$ cat src/rtl/uart_frame_accumulator.sv
// uart_frame_accumulator
//
// Collects FRAME_LEN received words into one accumulator and sends the result
// back out as ACC_WIDTH/DATA_WIDTH words, least significant word first.
// The operation is chosen per frame by i_mode on the first accepted word:
// 0 = SUM (modulo 2^ACC_WIDTH), 1 = XOR, 2 = MAX, 3 = MIN (unsigned).
// A frame is abandoned if the gap between words reaches TIMEOUT_CYCLES.
//
// Ports
//   i_clk        clock, all flops on the rising edge
//   i_reset      asynchronous active-high reset
//   i_mode       operation select, sampled on the first word of a frame
//   i_rx_data    received word
//   i_rx_valid   i_rx_data valid this cycle
//   o_rx_ready   block can accept a word (IDLE or COLLECT, not in reset)
//   o_tx_data    current result word (zero when not sending)
//   o_tx_valid   o_tx_data valid (SEND state)
//   i_tx_ready   transmitter takes o_tx_data this cycle
//   o_frame_done pulse after the final result word was taken
//   o_frame_err  pulse after a frame was aborted by timeout
//   o_overflow   SUM of the last completed frame wrapped
//   o_drop       pulse for a valid word that arrived while busy sending
module uart_frame_accumulator #(
    parameter int DATA_WIDTH     = 8,
    parameter int FRAME_LEN      = 16,
    parameter int ACC_WIDTH      = 16,
    parameter int TIMEOUT_CYCLES = 65535
) (
    input  logic                  i_clk,
    input  logic                  i_reset,
    input  logic [1:0]            i_mode,
    input  logic [DATA_WIDTH-1:0] i_rx_data,
    input  logic                  i_rx_valid,
    output logic                  o_rx_ready,
    output logic [DATA_WIDTH-1:0] o_tx_data,
    output logic                  o_tx_valid,
    input  logic                  i_tx_ready,
    output logic                  o_frame_done,
    output logic                  o_frame_err,
    output logic                  o_overflow,
    output logic                  o_drop
);

    localparam int NUM_WORDS = ACC_WIDTH / DATA_WIDTH;
    localparam int CNT_W     = (FRAME_LEN > 0) ? $clog2(FRAME_LEN + 1) : 1;
    localparam int IDX_W     = (NUM_WORDS > 1) ? $clog2(NUM_WORDS) : 1;
    localparam int GAP_W     = (TIMEOUT_CYCLES > 0) ? $clog2(TIMEOUT_CYCLES + 1) : 1;

    localparam logic [CNT_W-1:0] FRAME_LEN_C = CNT_W'(FRAME_LEN);
    localparam logic [IDX_W-1:0] LAST_IDX    = IDX_W'(NUM_WORDS - 1);
    localparam logic [GAP_W-1:0] TIMEOUT_C   = GAP_W'(TIMEOUT_CYCLES);

    localparam logic [1:0] MODE_SUM = 2'd0;
    localparam logic [1:0] MODE_XOR = 2'd1;
    localparam logic [1:0] MODE_MAX = 2'd2;
    localparam logic [1:0] MODE_MIN = 2'd3;

    generate
        if (((ACC_WIDTH % DATA_WIDTH) != 0) || (ACC_WIDTH < DATA_WIDTH)) begin : g_bad_acc_width
            $error("ACC_WIDTH must be a non-zero multiple of DATA_WIDTH");
        end
        if (FRAME_LEN < 1) begin : g_bad_frame_len
            $error("FRAME_LEN must be at least 1");
        end
    endgenerate

    typedef enum logic [1:0] {
        ST_IDLE    = 2'd0,
        ST_COLLECT = 2'd1,
        ST_SEND    = 2'd2
    } state_t;

    state_t                state_q, state_d;
    logic [1:0]            mode_q, mode_d;
    logic [ACC_WIDTH-1:0]  acc_q, acc_d;
    logic                  ovf_q, ovf_d;
    logic [CNT_W-1:0]      cnt_q, cnt_d;
    logic [GAP_W-1:0]      gap_q, gap_d;
    logic [IDX_W-1:0]      idx_q, idx_d;
    logic                  done_q, done_d;
    logic                  err_q, err_d;
    logic                  drop_q, drop_d;
    logic                  overflow_q, overflow_d;

    logic                  rx_ready_s;
    logic                  accept_s;
    logic [ACC_WIDTH-1:0]  word_ext_s;
    logic [ACC_WIDTH:0]    sum_s;
    logic [GAP_W-1:0]      gap_inc_s;
    logic [DATA_WIDTH-1:0] tx_word_s;

    // Ready is forced low while reset is held so nothing is accepted then.
    assign rx_ready_s = ((state_q == ST_IDLE) || (state_q == ST_COLLECT)) && !i_reset;
    assign accept_s   = i_rx_valid && rx_ready_s;
    assign word_ext_s = ACC_WIDTH'(i_rx_data);
    // The extra top bit of sum_s is the carry out of the accumulator.
    assign sum_s      = {1'b0, acc_q} + {1'b0, word_ext_s};
    assign gap_inc_s  = gap_q + GAP_W'(1);

    // Select the result word currently being offered to the transmitter.
    always_comb begin
        tx_word_s = {DATA_WIDTH{1'b0}};
        for (int w = 0; w < NUM_WORDS; w++) begin
            if (idx_q == IDX_W'(w)) begin
                tx_word_s = acc_q[w*DATA_WIDTH +: DATA_WIDTH];
            end else begin
                tx_word_s = tx_word_s;
            end
        end
    end

    // Next-state, accumulator update and pulse generation.
    always_comb begin
        state_d    = state_q;
        mode_d     = mode_q;
        acc_d      = acc_q;
        ovf_d      = ovf_q;
        cnt_d      = cnt_q;
        gap_d      = gap_q;
        idx_d      = idx_q;
        done_d     = 1'b0;
        err_d      = 1'b0;
        drop_d     = 1'b0;
        overflow_d = overflow_q;

        case (state_q)
            ST_IDLE: begin
                if (accept_s) begin
                    mode_d  = i_mode;
                    acc_d   = word_ext_s;
                    ovf_d   = 1'b0;
                    cnt_d   = CNT_W'(1);
                    gap_d   = {GAP_W{1'b0}};
                    idx_d   = {IDX_W{1'b0}};
                    state_d = (FRAME_LEN == 1) ? ST_SEND : ST_COLLECT;
                end else begin
                    state_d = ST_IDLE;
                end
            end

            ST_COLLECT: begin
                if (accept_s) begin
                    case (mode_q)
                        MODE_SUM: begin
                            acc_d = sum_s[ACC_WIDTH-1:0];
                            ovf_d = ovf_q | sum_s[ACC_WIDTH];
                        end
                        MODE_XOR: acc_d = acc_q ^ word_ext_s;
                        MODE_MAX: acc_d = (word_ext_s > acc_q) ? word_ext_s : acc_q;
                        MODE_MIN: acc_d = (word_ext_s < acc_q) ? word_ext_s : acc_q;
                        default:  acc_d = acc_q;
                    endcase
                    cnt_d = cnt_q + CNT_W'(1);
                    gap_d = {GAP_W{1'b0}};
                    if ((cnt_q + CNT_W'(1)) == FRAME_LEN_C) begin
                        state_d = ST_SEND;
                        idx_d   = {IDX_W{1'b0}};
                    end else begin
                        state_d = ST_COLLECT;
                    end
                end else if (TIMEOUT_CYCLES > 0) begin
                    // Accept takes priority; only an idle cycle can time out.
                    if (gap_inc_s == TIMEOUT_C) begin
                        state_d = ST_IDLE;
                        err_d   = 1'b1;
                        acc_d   = {ACC_WIDTH{1'b0}};
                        ovf_d   = 1'b0;
                        cnt_d   = {CNT_W{1'b0}};
                        gap_d   = {GAP_W{1'b0}};
                    end else begin
                        gap_d = gap_inc_s;
                    end
                end else begin
                    gap_d = {GAP_W{1'b0}};
                end
            end

            ST_SEND: begin
                drop_d = i_rx_valid;
                if (i_tx_ready) begin
                    if (idx_q == LAST_IDX) begin
                        state_d    = ST_IDLE;
                        done_d     = 1'b1;
                        overflow_d = ovf_q;
                        idx_d      = {IDX_W{1'b0}};
                        cnt_d      = {CNT_W{1'b0}};
                    end else begin
                        idx_d = idx_q + IDX_W'(1);
                    end
                end else begin
                    idx_d = idx_q;
                end
            end

            default: begin
                state_d = ST_IDLE;
            end
        endcase
    end

    // State and datapath registers with asynchronous reset.
    always_ff @(posedge i_clk or posedge i_reset) begin
        if (i_reset) begin
            state_q    <= ST_IDLE;
            mode_q     <= 2'd0;
            acc_q      <= {ACC_WIDTH{1'b0}};
            ovf_q      <= 1'b0;
            cnt_q      <= {CNT_W{1'b0}};
            gap_q      <= {GAP_W{1'b0}};
            idx_q      <= {IDX_W{1'b0}};
            done_q     <= 1'b0;
            err_q      <= 1'b0;
            drop_q     <= 1'b0;
            overflow_q <= 1'b0;
        end else begin
            state_q    <= state_d;
            mode_q     <= mode_d;
            acc_q      <= acc_d;
            ovf_q      <= ovf_d;
            cnt_q      <= cnt_d;
            gap_q      <= gap_d;
            idx_q      <= idx_d;
            done_q     <= done_d;
            err_q      <= err_d;
            drop_q     <= drop_d;
            overflow_q <= overflow_d;
        end
    end

    assign o_rx_ready   = rx_ready_s;
    assign o_tx_valid   = (state_q == ST_SEND);
    assign o_tx_data    = (state_q == ST_SEND) ? tx_word_s : {DATA_WIDTH{1'b0}};
    assign o_frame_done = done_q;
    assign o_frame_err  = err_q;
    assign o_overflow   = overflow_q;
    assign o_drop       = drop_q;

endmodule

$ cat config.mk
export PLATFORM = sky130hd
export DESIGN_NAME = uart_frame_accumulator
export DESIGN_NICKNAME = d
export VERILOG_FILES = /design/src/rtl/uart_frame_accumulator.sv
export SDC_FILE = /design/constraint.sdc
export NUM_CORES = 1
export LEC_CHECK = 0
export CORE_MARGIN = 2
export CORE_UTILIZATION = 46
export DETAILED_ROUTE_END_ITERATION = 8
export PLACE_DENSITY_LB_ADDON = 0.1
export SLEW_MARGIN = 10
export SYNTH_ARGS = -nofsm -noshare
export SYNTH_HDL_FRONTEND = slang
export SYNTH_SLANG_ARGS = --single-unit
$ cat constraint.sdc
create_clock -name i_clk -period 5.05 [get_ports i_clk]
set_clock_uncertainty 0.2 [all_clocks]
set_input_delay 1.01 -clock i_clk [delete_from_list [all_inputs] [get_ports i_clk]]
set_output_delay 1.01 -clock i_clk [all_outputs]
set_load 0.1 [all_outputs]
After elaboration in Yosys (flattened, before gate mapping)
Index checks and enable logic that the tools add are counted.
- flip-flop bits (word level): 47
- bits of input ports: 14
- output and inout bits: 14
- logic and storage cells: 94
- $add $sub $neg: 4
- magnitude comparators: 2
- eq/ne operators: 16
- mux-type cells: 43
- bitwise operators: 2
- reductions and logical operators: 16
- operator list (kind ; number):
    $mux 16 ; 8
    $pmux 16 s2 ; 2
    $pmux 16 s4 ; 1
    $mux 5 ; 5
    $add 16x8->17 ; 1
    $add 16x1->16 const B ; 1
    $eq 16x16->1 const B ; 1
    $gt 8x16->1 ; 1
    $lt 8x16->1 ; 1
    $mux 1 ; 16
    $mux 8 ; 2
    $xor 16x8->16 ; 1
    $pmux 5 s3 ; 1
    $reduce_and 5->1 ; 3
    $mux 2 ; 5
    $ne 4x4->1 const B ; 2
    $eq 2x2->1 const B ; 3
    $ne 2x1->1 const B ; 3
    $ne 3x2->1 const B ; 2
    $pmux 2 s3 ; 1
    $reduce_and 3->1 ; 2
    $add 5x1->5 const B ; 1
    $eq 5x5->1 const B ; 1
    $eq 2x1->1 const B ; 2
    13 further kinds ; 17

Longest topological paths before layout
Gate-level depths: netlist of the first run.
- depth after elaboration: 6
- depth in mapped cells: 10
- gate-level depth less buffers: 9

Worst setup path before layout of the first run
No wires, ideal clock.
- kind: register to output
- start point: reg state_q[0]
- end point: out o_tx_data[0]
- data arrival time: 2.978 ns
- data required time: 3.840 ns
- path slack: 0.862 ns
- stages on the path, launching flop included: 5
- path buffers: 1
- cells stage by stage: dfrtp_1 -> inv_1 -> ha_1 -> clkbuf_1 -> nor2b_1
- word-level cells in the longest chain between the ends: 2
- ends and longest elaborated chain (what ; RTL line ; text):
    start: declaration ; 73 ; state_t state_q, state_d;
    start signal: assignment ; 216 ; state_q <= state_d;
    $eq 2x2->1 ; -- ;
    net o_tx_valid ; 36 ; output logic o_tx_valid,
    $mux 8 ; 232 ; assign o_tx_data = (state_q == ST_SEND) ? tx_word_s : {DATA_WIDTH{1'b0}};
    end: declaration ; 35 ; output logic [DATA_WIDTH-1:0] o_tx_data,
The timed path passes the listed nets, and every way through them passes these cells.

Worst setup path after layout of the first run
- start point: reg state_q[0]
- end point: out o_tx_data[6]
- word-level cells in the longest chain between the ends: 2
- ends and longest elaborated chain (what ; RTL line):
    $eq 2x2->1 ; 232
    $mux 8 ; 232
Every way passes these cells.

==> impl_metrics.env, run 1 <==
export IMPL_vias_per_cell=5.82
export IMPL_crit_type="register to primary output"
export IMPL_yosysTopAreaCell="dfrtp_1"
export IMPL_hold_buffers=0
export IMPL_grt_start_max_net_pins=48
export IMPL_cts_buffers=5
export IMPL_io_buffers=27
export IMPL_die_h_microns=91.3
export IMPL_drv_slew=0
export IMPL_dr_pass1_iters=5
export IMPL_grt_pass1_wl_mm=14.4
export IMPL_wirelength_mm=8.54
export IMPL_synthAdderAreaFrac=0.0914
export IMPL_hold_viol=0
export IMPL_synth_seq_cells=47
export IMPL_synth_edf_count=0
export IMPL_rsz0062_at_grt="no"
export IMPL_slew_headroom=0.345
export IMPL_max_cap_violations=0
export IMPL_clkLatencyLatePin_ps=310
export IMPL_synth_compound_area_share=0.209
export IMPL_ir_drop_mv=0.205
export IMPL_synth_seq_area_share=0.336
export IMPL_synth_area_sq_mm=0.00350
export IMPL_synth_top_family_by_area="simple AND/OR/NAND/NOR gates"
export IMPL_p_leak_nw=1.61
export IMPL_fin_crit_ps=3870
export IMPL_h_tree_depth=2
export IMPL_ios=28
export IMPL_rows=31
export IMPL_cts_tree="built"
export IMPL_synth_xor_area_share=0.0221
export IMPL_route_detailed_drc=0
export IMPL_powerDensity_mw_per_mm2=330
export IMPL_initial_core_util=0.478
export IMPL_cts_setup_buffers=0
export IMPL_synth_top_area_share=0.336
export IMPL_die_area_sq_mm=0.00833
export IMPL_crit_path_end_kind="primary output"
export IMPL_crit_arrival_ps=2660
export IMPL_synthFlopType="dfrtp_1"
export IMPL_hp_class="register to register"
export IMPL_synthCells=403
export IMPL_drtIter0Drc=178
export IMPL_grt_remaining_overflow=0
export IMPL_critPathMaxFanout=15
export IMPL_wl_per_cell_microns=16.2
export IMPL_outcome="finished, final reports clean"
export IMPL_worstMarginPinSlew_ps=979
export IMPL_avgSynthCellArea_sq_um=8.69
export IMPL_clk_pin_slew_worst_paths_ps=100
export IMPL_dp_hpwl_mm=6.21
export IMPL_yosysMostFrequentCell="dfrtp_1"
export IMPL_synthSimpleGateAreaFrac=0.236
export IMPL_fp_dieW_microns=91.3
export IMPL_grt_pass1_vias=2830
export IMPL_nFillCells=675
export IMPL_core_area_sq_mm=0.00733
export IMPL_synth_fp_nets=442
export IMPL_setup_ws_ps=1180
export IMPL_setup_tns_ps=0
export IMPL_areaGrowthSynthToFinish_pct=12.5
export IMPL_cts_resized=0
export IMPL_cts_sinks=47
export IMPL_ctsRootBufferMaster="clkbuf_8"
export IMPL_ant_nets=0
export IMPL_clock_path_buffers=2
export IMPL_nNetsFinal=465
export IMPL_grtUsageTotal=0.213
export IMPL_num_vias=3062
export IMPL_synthTopCellsByArea="dfrtp_1 34%, ha_1 8.6%, o21ai_0 5.3%, mux2i_1 3.7%, nand2_1 3.4%"
export IMPL_antenna_cells=0
export IMPL_yosys_warnings=0
export IMPL_routabilityCongestion=0.856
export IMPL_start_kind="register"
export IMPL_async_flop_share=1.00
export IMPL_ys_types=65
export IMPL_timing_final_crit_share=0.767
export IMPL_antenna_found_initial=0
export IMPL_finalSetupViolCount=0
export IMPL_required_ps=3840
export IMPL_drive_above_1_share=0.0703
export IMPL_fmax_ghz=0.258
export IMPL_dpl_worst_slack_ps=1300
export IMPL_yosys_top_cells_count="47 x dfrtp_1, 37 x o21ai_0, 32 x nand2_1"
export IMPL_synthMuxAreaShare=0.0618
==> layer usage <==
layer  routed length, microns  up-vias  GRT usage  part of all wire
li1                         -     1526          -                 -
met1                     4400     1451      0.324              0.52
met2                     3690       76      0.318              0.43
met3                      379        9     0.0315             0.044
met4                       75        0     0.0480            0.0088
met5                        0        -          0                 0
==> logic make-up after synthesis <==
kind of cell | after synthesis
multiplexers | 20
XOR/XNOR | 8
flip-flops | 47
AND/OR/NAND/NOR | 154
buffers and inverters | 36
AO/OA/AOI/OAI | 113
adder cells (fa/ha/maj) | 25
==> worst paths after layout <==
path / cells past startpoint / start / endpoint / slack (ps)
setup / recovery: 4 / state_q[0] / o_tx_data[6] / 1180
hold / removal: 1 / gap_q[15] / gap_q[15] / 300
setup reg to reg: 8 / gap_q[0] / acc_q[0] / 2060
max in group asynchronous: 3 / i_reset / acc_q[14] / 3180
hold reg to reg: 1 / gap_q[15] / gap_q[15] / 300
min in group asynchronous: 3 / i_reset / state_q[1] / 1050
==> through the flow <==
stage / util / hold WS, ps / instances / power [mW] / cell area [sq um]
global route: 0.537 / 334 / 526 / 1.41 / 3940
detailed placement: 0.524 / 280 / 518 / 1.05 / 3840
floorplan: - / 250 / 403 / 0.909 / 3500
global placement: 0.524 / 266 / 518 / 1.05 / 3840
finish: 0.537 / 296 / 526 / 1.30 / 3940
CTS: 0.537 / 297 / 526 / 1.30 / 3940
==> power breakdown <==
group / total (mW) / switching, mW / internal (mW)
clock network: 0.250 / 0.138 / 0.113
logic: 0.539 / 0.312 / 0.227
registers: 0.511 / 0.0844 / 0.426
==> area by class of cell <==
cell class,count,area (sq um),area share
Multi-Input combinational cell,320,2170,0.551
Tap cell,99,124,0.0314
Clock inverter,1,8.76,0.00222
Sequential cell,47,1180,0.299
Timing Repair Buffer,30,290,0.0737
Clock buffer,7,86.3,0.0219
Inverter,22,82.6,0.0210
==> critical path, cell delays in order, from the launching register on <==
cell and delay (ps):
dfrtp_1 420, inv_1 90, ha_1 470, nor2b_1 220, clkdlybuf4s50_1 1150
==> registers in the layout, indices dropped and copies added (netlist names) <==
register and cells:
gap_q 16, o_frame_err 1, o_frame_done 1, state_q 2, mode_q 2, acc_q 16
o_overflow 1, idx_q 1, cnt_q 5, ovf_q 1, o_drop 1
==> layout by cell type, fill, tap and decap left out, types with 4 or more instances in the layout <==
cell type / count
dfrtp_1: 47
o21ai_0: 37
nand2_1: 32
nor2_1: 29
clkdlybuf4s50_1: 26
ha_1: 24
inv_1: 20
a21oi_1: 19
nand3_1: 16
nor2b_1: 15
mux2i_1: 13
nor3_1: 11
o31ai_1: 11
nor4_1: 7
xnor2_1: 7
nand2b_1: 6
a31oi_1: 6
clkbuf_8: 6
nand4_1: 5
and3_1: 5
mux2_2: 5
and4_1: 5
a22oi_1: 5
nor3b_1: 4
a211oi_1: 4
or3_1: 4
buf_4: 4
Note: power is estimated with default switching activity, not from simulation.
==> run 2: changes to the inputs <==
- clock period: 5.05 -> 3.75 ns (I/O delays scaled with it)
==> run 2 against run 1 <==
Count of clock-buffer cells in the layout did not move. Critical path depth rose by 6. Global-route usage rose by 0.071 points. Largest power group unchanged. Flip-flop and latch count did not move. Clock power rose by 39%. First-iteration DRC count fell by 15%. Highest routed layer unchanged. Power rose by 38%. Core utilization rose by 0.49 points. Largest cell class unchanged. Combinational power rose by 40%. Final cell count rose by 0.76%. Die area did not move.
==> impl_metrics.env, run 2 (same netlist as run 1, synthesis figures left out) <==
export IMPL_ff2ff_setup_slack_ps=860
export IMPL_switching_share=0.410
export IMPL_fin_util=0.542
export IMPL_num_vias=3048
export IMPL_die_area_sq_mm=0.00833
export IMPL_hold_viol=0
export IMPL_fin_cells=530
export IMPL_hold_buffers=0
export IMPL_io_buffers=27
export IMPL_crit_type="input pin to register"
export IMPL_antenna_found_initial=0
export IMPL_h_tree_depth=2
export IMPL_crit_path_start="i_rx_data[1]"
export IMPL_r2r_end="acc_q[3]"
export IMPL_wl_per_cell_microns=16.3
export IMPL_drtIter0Drc=152
export IMPL_fp_dieW_microns=91.3
export IMPL_antenna_cells=0
export IMPL_r2r_cells=9
export IMPL_clkLatencyLatePin_ps=300
export IMPL_rows=31
export IMPL_core_area_sq_mm=0.00733
export IMPL_worstMarginPinSlew_ps=970
export IMPL_powerDensity_mw_per_mm2=450
export IMPL_grt_start_max_net_pins=48
export IMPL_cts_setup_buffers=0
export IMPL_crit_path_top_delay_cell="clkdlybuf4s50_1"
export IMPL_die_h_microns=91.3
export IMPL_crit_arrival_ps=3150
export IMPL_clk_pin_slew_worst_paths_ps=80
export IMPL_grt_remaining_overflow=0
export IMPL_clock_path_buffers=2
export IMPL_worstReg2RegStart="gap_q[0]"
export IMPL_multi_input_area_sq_mm=0.00219
export IMPL_cp_top_family="buffers and inverters"
export IMPL_ctsRootBufferMaster="clkbuf_8"
export IMPL_layout_common_cells="47 x dfrtp_1, 37 x o21ai_0, 32 x nand2_1"
export IMPL_finalSetupViolCount=0
export IMPL_dp_hpwl_mm=6.39
export IMPL_initial_core_util=0.478
export IMPL_vias_per_cell=5.75
export IMPL_nFillCells=689
export IMPL_fin_crit_ps=3130
export IMPL_drv_slew=0
export IMPL_final_common_cell="dfrtp_1"
export IMPL_cp_num_buf_inv=2
export IMPL_cts_resized=0
export IMPL_ios=28
export IMPL_p_int_mw=1.06
export IMPL_cts_sinks=47
export IMPL_whs_path_depth=1
export IMPL_nNetsFinal=469
export IMPL_power_switching_mw=0.734
export IMPL_power_share_sequential=0.385
export IMPL_reg_top3="acc_q: 16 flops, gap_q: 16 flops, cnt_q: 5 flops"
export IMPL_timing_final_crit_share=0.836
export IMPL_grt_pass1_wl_mm=14.5
export IMPL_p_leak_nw=1.65
export IMPL_setup_tns_ps=0
export IMPL_post_place_cells=522
export IMPL_max_cap_violations=0
export IMPL_slew_headroom=0.351
export IMPL_cts_tree="built"
export IMPL_clockPowerShare=0.194
export IMPL_required_ps=3770
export IMPL_hold_path_startpoint="gap_q[15]"
export IMPL_combPwrFrac=0.421
export IMPL_outcome="finished, final reports clean"
export IMPL_hold_end="gap_q[15]"
export IMPL_ant_nets=0
export IMPL_rsz0062_at_grt="no"
export IMPL_crit_path_end_kind="register"
export IMPL_grtUsageTotal=0.213
export IMPL_route_detailed_drc=0
export IMPL_worstPathCellList="clkdlybuf4s50_1 -> ha_1 -> nor2b_1 -> o211ai_1 -> a21oi_1 -> o21ai_1 -> mux2_4 -> nor2_4 -> buf_4 -> mux2i_1"
export IMPL_wirelength_mm=8.63
export IMPL_fmax_ghz=0.319
export IMPL_areaGrowthSynthToFinish_pct=13.5
export IMPL_regArea_sq_mm=0.00118
export IMPL_routabilityCongestion=0.845
export IMPL_start_kind="input pin"
export IMPL_critPathMaxFanout=10
export IMPL_hold_ws_ps=302
export IMPL_hp_class="register to register"
export IMPL_total_power_mw=1.79
export IMPL_grt_pass1_vias=2975
export IMPL_cts_buffers=5
export IMPL_ir_drop_mv=0.204
export IMPL_cpPeakStageDelay_ps=500
export IMPL_drive_above_1_share=0.121
export IMPL_dr_pass1_iters=4
run 2: cell types whose count changed in the layout (fill, tap and decap cells not counted):
| cell | previous run | this run |
|---|---|---|
| buf_4 | 4 | 17 |
| clkdlybuf4s50_1 | 26 | 17 |
| nor2b_1 | 15 | 7 |
| nor2b_2 | 0 | 8 |
| clkbuf_1 | 1 | 0 |
| clkbuf_8 | 6 | 7 |
| clkinv_4 | 1 | 0 |
| clkinvlp_4 | 0 | 1 |
run 2: worst max-delay path by stage:
stage                             to  slack (ps)  cells past startpoint
after global routing       acc_q[14]         450                      9
after detailed placement    acc_q[3]         280                     10
final                       acc_q[3]         620                     10
after floorplan           o_rx_ready         340                      5
after global placement     acc_q[11]         340                      9
after CTS                   acc_q[3]         610                     10
run 2: per-stage QoR:
step / worst slack [ps] / area [sq um]
final: 616 / 3980
after global routing: 451 / 3980
after CTS: 609 / 3980
after detailed placement: 280 / 3870
after global placement: 343 / 3870
after floorplan: 335 / 3520
run 2: routing by layer:
metal  routed length (microns)  part of all wire  track usage
met5                         0                 0            0
met2                      3940              0.46        0.333
met3                       355             0.041       0.0357
met1                      4310              0.50        0.315
met4                        25            0.0029       0.0379
run 2: cell type report:
class                           count  share of cell area
Multi-Input combinational cell    320               0.551
Sequential cell                    47               0.296
Timing Repair Buffer               34              0.0749
Tap cell                           99              0.0312
Clock buffer                        7              0.0242
Inverter                           22              0.0208
Clock inverter                      1             0.00189
run 2: power groups by stage:
stage | registers, mW | logic (mW) | clock network, mW
after floorplan | 0.641 | 0.591 | 0
after global placement | 0.696 | 0.732 | 0
after detailed placement | 0.693 | 0.750 | 0
after CTS | 0.687 | 0.753 | 0.358
after global routing | 0.701 | 0.849 | 0.376
final | 0.688 | 0.753 | 0.348
==> run 3: changes to the inputs <==
- clock period: 3.75 -> 3.3 ns (I/O delays scaled with it)
==> run 3 against run 2 <==
Non-clock buffer count grew 3. Core utilization is 0.19 points higher. Global-route usage is 0.44 points higher. Critical path depth decreased by 1. Flip-flop and latch count unchanged. Via count rose by 2.2%. Power grew 10%. Sequential share of layout area down 0.10 points. Die area unchanged. Count of clock-buffer cells in the layout decreased by 1. Critical endpoint is now acc_q[14].
==> impl_metrics.env, run 3 (same netlist as run 1, synthesis figures left out) <==
export IMPL_worstReg2RegStart="gap_q[0]"
export IMPL_crit_path_start="i_rx_data[2]"
export IMPL_reg_top3="acc_q: 16 flops, gap_q: 16 flops, cnt_q: 5 flops"
export IMPL_routabilityCongestion=0.841
export IMPL_clockPowerShare=0.177
export IMPL_max_cap_violations=0
export IMPL_fin_cells=533
export IMPL_crit_path_end_kind="register"
export IMPL_ir_drop_mv=0.278
export IMPL_crit_type="input pin to register"
export IMPL_post_place_cells=525
export IMPL_regArea_sq_mm=0.00118
export IMPL_rsz0062_at_grt="no"
export IMPL_grt_pass1_wl_mm=14.9
export IMPL_drive_above_1_share=0.136
export IMPL_grt_start_max_net_pins=48
export IMPL_crit_arrival_ps=3010
export IMPL_hp_class="register to register"
export IMPL_r2r_cells=9
export IMPL_clock_path_buffers=2
export IMPL_cts_resized=0
export IMPL_p_int_mw=1.17
export IMPL_num_vias=3116
export IMPL_worstMarginPinSlew_ps=688
export IMPL_fp_dieW_microns=91.3
export IMPL_power_share_sequential=0.387
export IMPL_r2r_end="acc_q[4]"
export IMPL_hold_end="gap_q[15]"
export IMPL_fin_util=0.544
export IMPL_hold_viol=0
export IMPL_outcome="finished, final reports clean"
export IMPL_ios=28
export IMPL_h_tree_depth=2
export IMPL_dr_pass1_iters=5
export IMPL_ctsRootBufferMaster="clkbuf_8"
export IMPL_timing_final_crit_share=0.924
export IMPL_worstPathCellList="clkdlybuf4s50_1 -> ha_1 -> nand2b_1 -> a211oi_1 -> o22ai_1 -> nor2_1 -> a21oi_1 -> o31ai_1 -> o21ai_0"
export IMPL_cp_num_buf_inv=1
export IMPL_cts_setup_buffers=0
export IMPL_final_common_cell="dfrtp_1"
export IMPL_nFillCells=649
export IMPL_initial_core_util=0.478
export IMPL_grtUsageTotal=0.218
export IMPL_critPathMaxFanout=5
export IMPL_clk_pin_slew_worst_paths_ps=90
export IMPL_hold_buffers=0
export IMPL_start_kind="input pin"
export IMPL_p_leak_nw=1.66
export IMPL_switching_share=0.409
export IMPL_die_area_sq_mm=0.00833
export IMPL_die_h_microns=91.3
export IMPL_ff2ff_setup_slack_ps=470
export IMPL_antenna_cells=0
export IMPL_wirelength_mm=8.62
export IMPL_cts_buffers=5
export IMPL_dp_hpwl_mm=6.29
export IMPL_cts_tree="built"
export IMPL_combPwrFrac=0.436
export IMPL_finalSetupViolCount=0
export IMPL_multi_input_area_sq_mm=0.00220
export IMPL_setup_tns_ps=0
export IMPL_fin_crit_ps=3050
export IMPL_clkLatencyLatePin_ps=300
export IMPL_crit_path_top_delay_cell="clkdlybuf4s50_1"
export IMPL_required_ps=3260
export IMPL_slew_headroom=0.536
export IMPL_cp_top_family="compound AO/OA/AOI/OAI gates"
export IMPL_rows=31
export IMPL_whs_path_depth=1
export IMPL_cpPeakStageDelay_ps=460
export IMPL_drtIter0Drc=211
export IMPL_layout_common_cells="47 x dfrtp_1, 37 x o21ai_0, 32 x nand2_1"
export IMPL_areaGrowthSynthToFinish_pct=13.9
export IMPL_power_switching_mw=0.809
export IMPL_vias_per_cell=5.85
export IMPL_powerDensity_mw_per_mm2=495
export IMPL_nNetsFinal=472
export IMPL_hold_path_startpoint="gap_q[15]"
export IMPL_drv_slew=0
export IMPL_ant_nets=0
export IMPL_grt_pass1_vias=3019
export IMPL_fmax_ghz=0.328
export IMPL_io_buffers=27
export IMPL_antenna_found_initial=0
export IMPL_grt_remaining_overflow=0
export IMPL_wl_per_cell_microns=16.2
export IMPL_route_detailed_drc=0
export IMPL_core_area_sq_mm=0.00733
export IMPL_cts_sinks=47
==> run 3: worst max path at each step <==
stage                   endpoint  cells past startpoint
CTS                    acc_q[14]                      9
global route           acc_q[12]                     10
floorplan           o_tx_data[0]                      4
finish                 acc_q[14]                      9
global placement       acc_q[11]                      9
detailed placement     acc_q[14]                      9
==> run 3: power groups by stage <==
stage	Sequential (mW)	Clock (mW)	Combinational (mW)
floorplan	0.728	0	0.673
global placement	0.771	0	0.849
detailed placement	0.777	0	0.852
CTS	0.765	0.358	0.856
global route	0.784	0.380	0.968
finish	0.764	0.351	0.861
==> run 3: metal layers <==
layer / up-vias / global-route usage / part of all wire
met4: 0 / 0.0417 / 0.0070
li1: 1539 / - / -
met5: - / 0 / 0
met2: 87 / 0.321 / 0.44
met1: 1483 / 0.340 / 0.51
met3: 7 / 0.0307 / 0.044
==> run 3: layout make-up <==
class | instances | area share
Clock buffer | 6 | 0.0182
Clock inverter | 2 | 0.00314
Inverter | 22 | 0.0216
Multi-Input combinational cell | 320 | 0.550
Sequential cell | 47 | 0.295
Tap cell | 99 | 0.0310
Timing Repair Buffer | 37 | 0.0809
==> run 3: per-stage QoR <==
step / worst slack (ps) / power (mW) / instance area, sq um / hold WS, ps
after floorplan: -19.7 / 1.40 / 3530 / 250
after global routing: 29.9 / 2.13 / 3990 / 317
after detailed placement: -6.95 / 1.63 / 3910 / 280
final: 251 / 1.98 / 3990 / 300
after CTS: 302 / 1.98 / 3990 / 300
after global placement: 57.0 / 1.62 / 3910 / 272
